==> config.mk <==
export PLATFORM = sky130hd
export DESIGN_NAME = dds_phase_addr_gen
export DESIGN_NICKNAME = d
export VERILOG_FILES = /design/src/rtl/dds_phase_addr_gen.sv
export SDC_FILE = /design/constraint.sdc
export NUM_CORES = 1
export LEC_CHECK = 0
export CORE_MARGIN = 2
export CORE_UTILIZATION = 45
export CTS_BUF_LIST = sky130_fd_sc_hd__clkbuf_8
export CTS_CLUSTER_SIZE = 12
export DETAILED_ROUTE_END_ITERATION = 10
export GPL_ROUTABILITY_DRIVEN = 0
export PLACE_DENSITY = 0.78
export SYNTH_ARGS = -nofsm -noshare
export SYNTH_HDL_FRONTEND = slang
export SYNTH_SLANG_ARGS = --single-unit
export TNS_END_PERCENT = 100
==> constraint.sdc <==
create_clock -name clk -period 6.4 [get_ports clk]
set_input_delay 0.96 -clock clk [delete_from_list [all_inputs] [get_ports clk]]
set_output_delay 0.96 -clock clk [all_outputs]
set_load 0.05 [all_outputs]
==> src/rtl/dds_phase_addr_gen.sv <==
// dds_phase_addr_gen: drives the single-port waveform RAM of the DDS chain.
// LOAD fills the table from a valid/ready stream; RUN turns a phase
// accumulator into read addresses; sample_valid flags cycles where RAM dout
// carries a DDS sample (RAM read latency of one cycle).
module dds_phase_addr_gen #(
   parameter int DATA_WIDTH  = 32,
   parameter int ADDR_WIDTH  = 10,
   parameter int PHASE_WIDTH = 32
) (
   input  logic                   clk,
   input  logic                   rst,
   input  logic                   load_start,
   input  logic                   ld_valid,
   input  logic [DATA_WIDTH-1:0]  ld_data,
   output logic                   ld_ready,
   input  logic                   run_en,
   input  logic [PHASE_WIDTH-1:0] fcw,
   input  logic [ADDR_WIDTH-1:0]  pofs,
   output logic                   ram_wrn,
   output logic [ADDR_WIDTH-1:0]  ram_addr,
   output logic [DATA_WIDTH-1:0]  ram_din,
   output logic                   loaded,
   output logic                   busy,
   output logic                   sample_valid
);

   typedef enum logic [1:0] {ST_IDLE, ST_LOAD, ST_RUN} state_t;

   localparam logic [ADDR_WIDTH-1:0] LAST_ADDR = '1;
   localparam logic [ADDR_WIDTH-1:0] ADDR_ONE  = ADDR_WIDTH'(1);

   state_t                 state_reg, state_next;
   logic [PHASE_WIDTH-1:0] acc_reg, acc_next;
   logic [ADDR_WIDTH-1:0]  wr_cnt_reg, wr_cnt_next;
   logic                   issue_v_reg, issue_v_next;
   logic                   loaded_reg, loaded_next;
   logic                   ram_wrn_reg, ram_wrn_next;
   logic [ADDR_WIDTH-1:0]  ram_addr_reg, ram_addr_next;
   logic [DATA_WIDTH-1:0]  ram_din_reg, ram_din_next;
   logic                   ld_ready_reg;
   logic                   busy_reg;
   logic                   sample_valid_reg;

   logic                   beat;
   logic                   do_issue;
   logic [ADDR_WIDTH-1:0]  phase_addr;

   // Top ADDR_WIDTH phase bits plus offset, wrapping in the table.
   assign phase_addr = acc_reg[PHASE_WIDTH-1 -: ADDR_WIDTH] + pofs;
   // ld_ready_reg is only high while in LOAD, so this is an accepted beat.
   assign beat = ld_valid && ld_ready_reg;

   // Next-state and next-output logic; holds everything by default.
   always_comb begin
      state_next    = state_reg;
      acc_next      = acc_reg;
      wr_cnt_next   = wr_cnt_reg;
      issue_v_next  = 1'b0;
      loaded_next   = loaded_reg;
      ram_wrn_next  = 1'b0;
      ram_addr_next = ram_addr_reg;
      ram_din_next  = ram_din_reg;
      do_issue      = 1'b0;

      case (state_reg)
         ST_IDLE: begin
            if (load_start) begin
               state_next  = ST_LOAD;
               wr_cnt_next = '0;
               loaded_next = 1'b0;
            end else if (run_en && loaded_reg) begin
               state_next = ST_RUN;
               do_issue   = 1'b1;
            end
         end
         ST_LOAD: begin
            if (beat) begin
               ram_wrn_next  = 1'b1;
               ram_addr_next = wr_cnt_reg;
               ram_din_next  = ld_data;
               wr_cnt_next   = wr_cnt_reg + ADDR_ONE;
               if (wr_cnt_reg == LAST_ADDR) begin
                  loaded_next = 1'b1;
                  state_next  = ST_IDLE;
               end
            end
         end
         ST_RUN: begin
            if (load_start) begin
               state_next  = ST_LOAD;
               acc_next    = '0;
               wr_cnt_next = '0;
               loaded_next = 1'b0;
            end else if (!run_en) begin
               // acc is kept so a later resume stays phase-continuous
               state_next = ST_IDLE;
            end else begin
               do_issue = 1'b1;
            end
         end
         default: state_next = ST_IDLE;
      endcase

      if (do_issue) begin
         ram_addr_next = phase_addr;
         acc_next      = acc_reg + fcw;
         issue_v_next  = 1'b1;
      end
   end

   // State and output registers with synchronous reset.
   always_ff @(posedge clk) begin
      if (rst) begin
         state_reg        <= ST_IDLE;
         acc_reg          <= '0;
         wr_cnt_reg       <= '0;
         issue_v_reg      <= 1'b0;
         loaded_reg       <= 1'b0;
         ram_wrn_reg      <= 1'b0;
         ram_addr_reg     <= '0;
         ram_din_reg      <= '0;
         ld_ready_reg     <= 1'b0;
         busy_reg         <= 1'b0;
         sample_valid_reg <= 1'b0;
      end else begin
         state_reg        <= state_next;
         acc_reg          <= acc_next;
         wr_cnt_reg       <= wr_cnt_next;
         issue_v_reg      <= issue_v_next;
         loaded_reg       <= loaded_next;
         ram_wrn_reg      <= ram_wrn_next;
         ram_addr_reg     <= ram_addr_next;
         ram_din_reg      <= ram_din_next;
         ld_ready_reg     <= (state_next == ST_LOAD);
         busy_reg         <= (state_next == ST_LOAD);
         sample_valid_reg <= issue_v_reg;
      end
   end

   assign ld_ready     = ld_ready_reg;
   assign ram_wrn      = ram_wrn_reg;
   assign ram_addr     = ram_addr_reg;
   assign ram_din      = ram_din_reg;
   assign loaded       = loaded_reg;
   assign busy         = busy_reg;
   assign sample_valid = sample_valid_reg;

endmodule

==> summary.txt <==
Outcome
  – Status: finished, final reports clean

Timing
  – Final hold violation count: 0
  – # setup viols final: 0
  – Layout Skew: 0.0112 ns
  – Tcrit/Tclk final: 0.543
  – Max-slew headroom: 0.369
  – RSZ-0062 raised after global routing: false
  – FMAX: 288 MHz
  – Slew Viols, Final: 0
  – Worst-Margin Slew: 0.947 ns
  – Setup_tns: 0 ns
  – Final min period: 3.48 ns

Clocking
  – CTS Sinks: 91
  – CTS root buf: clkbuf_8
  – Post-CTS Repair Setup Buffers: 0
  – CTS Buffer Depth: 2
  – TritonCTS clock tree: yes
  – CTS buffer count: 9
  – Hold buffers post-CTS: 0
  – Post_cts resized: 0
  – Htree depth: 3
  – Worst-path clk slew: 0.09 ns
  – Clock Latency Late Sink: 0.37 ns

Die
  – Chip height: 112 µm
  – Boundary pin count: 126
  – Initial Util: 0.462
  – Site Rows: 39
  – Core Area: 11400 µm²
  – Die Wd: 112 µm
  – DIE AREA: 12600 µm²

Yosys
  – Mean Syn Cell Area: 7.97 µm²
  – Mux contribution to synthesized area: 0.00617
  – Area share of the leading cell type in the synthesized netlist: 0.346
  – Syn Nets: 783
  – Post-Syn Area: 5270 µm²
  – Yosys warning total: 0
  – Synth Area in Compound Gates: 0.241
  – Synth cell count leaders: 138 x nand2_1, 91 x dfxtp_1, 76 x a21oi_1
  – XOR/XNOR share of the synthesized area: 0.0648
  – Largest family of logic cells by synthesized area: compound AO/OA/AOI/OAI gates
  – Top-count cell post-synth: nand2_1
  – Synth Area in Adders: 0.105
  – Post-synth EDFFs: 0
  – Post-synthesis cell type count: 62
  – Synth Instances: 661
  – Register area share after synthesis: 0.346
  – Most used DFF post-synth: dfxtp_1
  – Seq cells post-synth: 91
  – Async S/R FF share, synth: 0
  – Simple-gate share of the synthesized area: 0.203
  – Leading area contributor after synthesis: dfxtp_1
  – Largest cells by area after synthesis: dfxtp_1 35%, nand2_1 9.8%, ha_1 9.7%

Cells and area
  – # fillers: 1037
  – Share of cells above drive strength 1: 0.0503
  – Post-layout util: 0.595
  – Nets: 892
  – Diodes inserted: 0
  – P&R area growth vs syn: 28.8%

Setup path
  – CP required: 6.66 ns
  – Startpoint Class: input pin
  – Crit-path cells: clkdlybuf4s50_1 -> ha_1 -> inv_1 -> fa_1 -> nand2b_1 -> a21oi_4 -> o21ai_4 -> o31ai_4 -> o41ai_4 -> nor3_1 -> o21ai_0 -> a32o_1
  – Crit-path slowest cell: clkdlybuf4s50_1
  – Setup crit end kind: flop
  – CP Max Fanout: 4
  – Critical path class: input pin to flop
  – Worst stage delay on the critical path: 0.46 ns
  – Worst EP arrival: 3.74 ns

Global route
  – First-pass GRT wire length: 23.2 mm
  – Total GRT Usage: 0.223
  – Total grt overflow: 0
  – Largest net degree at the start of global routing: 57
  – Number of global-route vias before repair: 5006
  – Initial antenna violation count: 0

Detailed routing
  – Via count: 5169
  – # DRC: 0
  – Final ANT Viol Nets: 0
  – Iteration-0 DRC Markers: 341
  – Avg Vias per Cell: 5.63
  – Routed wire length: 14.0 mm
  – First-pass iteration count of the detailed router: 4
  – Drt wl/cell: 15.2 µm

Place
  – IO Port Bufs: 125
  – Dpl hpwl: 10.7 mm

Min path
  – Worst min path class: flop to flop

Run
  – Max-Cap Viols: 0

Pwr
  – Pwr per Cell Area: 162 nW/µm²
  – VDD IR max: 0.000102 V
  – Leakage: 2.59 nW
path summary, 6_finish.rpt:
check,end,slack (ns),cells after the start,startpoint
max,acc_reg[24],2.92,12,fcw[0]
min,sample_valid,0.45,1,issue_v_reg
max reg2reg,acc_reg[24],3.63,11,acc_reg[0]
min reg2reg,sample_valid,0.45,1,issue_v_reg
critical path: cells and delay by family:
family / cells / cell delay (ns)
and+or+nand+nor: 2 / 0.47
buffers and inverters: 2 / 0.54
AOI/OAI and AO/OA: 6 / 1.17
adders and majority gates: 2 / 0.60
cell families after synthesis:
group,count (synthesis)
AO/OA/AOI/OAI,194
AND/OR/NAND/NOR,246
XOR/XNOR,39
multiplexers,3
flip-flops,91
adder cells (fa/ha/maj),43
buffers and inverters,45
power by group:
group / internal [mW] / switching [mW] / total (mW)
sequential: 0.571 / 0.00332 / 0.574
combinational: 0.0745 / 0.0781 / 0.153
clock: 0.164 / 0.211 / 0.375
through the flow:
| stage | hold slack [ns] | power [mW] | area [µm²] | setup slack [ns] | std cells |
|---|---|---|---|---|---|
| final | 0.455 | 1.10 | 6790 | 2.92 | 918 |
| after global routing | 0.464 | 1.15 | 6790 | 2.79 | 918 |
| after CTS | 0.458 | 1.11 | 6790 | 2.97 | 918 |
| after detailed placement | 0.427 | 0.739 | 6600 | 2.59 | 902 |
| after global placement | 0.423 | 0.736 | 6600 | 2.65 | 902 |
| after floorplan | 0.414 | 0.665 | 5270 | 3.30 | 661 |
metal layers:
| layer | routed length, µm | up-vias | track usage | part of all wire |
|---|---|---|---|---|
| met3 | 965 | 33 | 0.0432 | 0.069 |
| met1 | 6180 | 2396 | 0.286 | 0.44 |
| met5 | 0 | - | 0 | 0 |
| li1 | - | 2547 | - | - |
| met4 | 399 | 0 | 0.0984 | 0.029 |
| met2 | 6440 | 193 | 0.367 | 0.46 |
cell usage in the layout, fill, tap and decap left out, types with 19 or more instances in the layout:
master and instances:
xor2_1 20, ha_1 41, xnor2_1 19, a21oi_1 76
nand2_1 138, clkdlybuf4s50_1 124, dfxtp_1 91, nor2_1 43
o21ai_0 39
final cells by class:
class	instances	area, µm²	share of cell area
timing repair buffer	130	1280	0.189
sequential	91	1820	0.268
inverter	13	48.8	0.00718
multi-input combinational	525	3270	0.482
tap	143	179	0.0263
clock inverter	5	36.3	0.00534
clock buffer	11	151	0.0223
(Power assumes the default switching activity.)
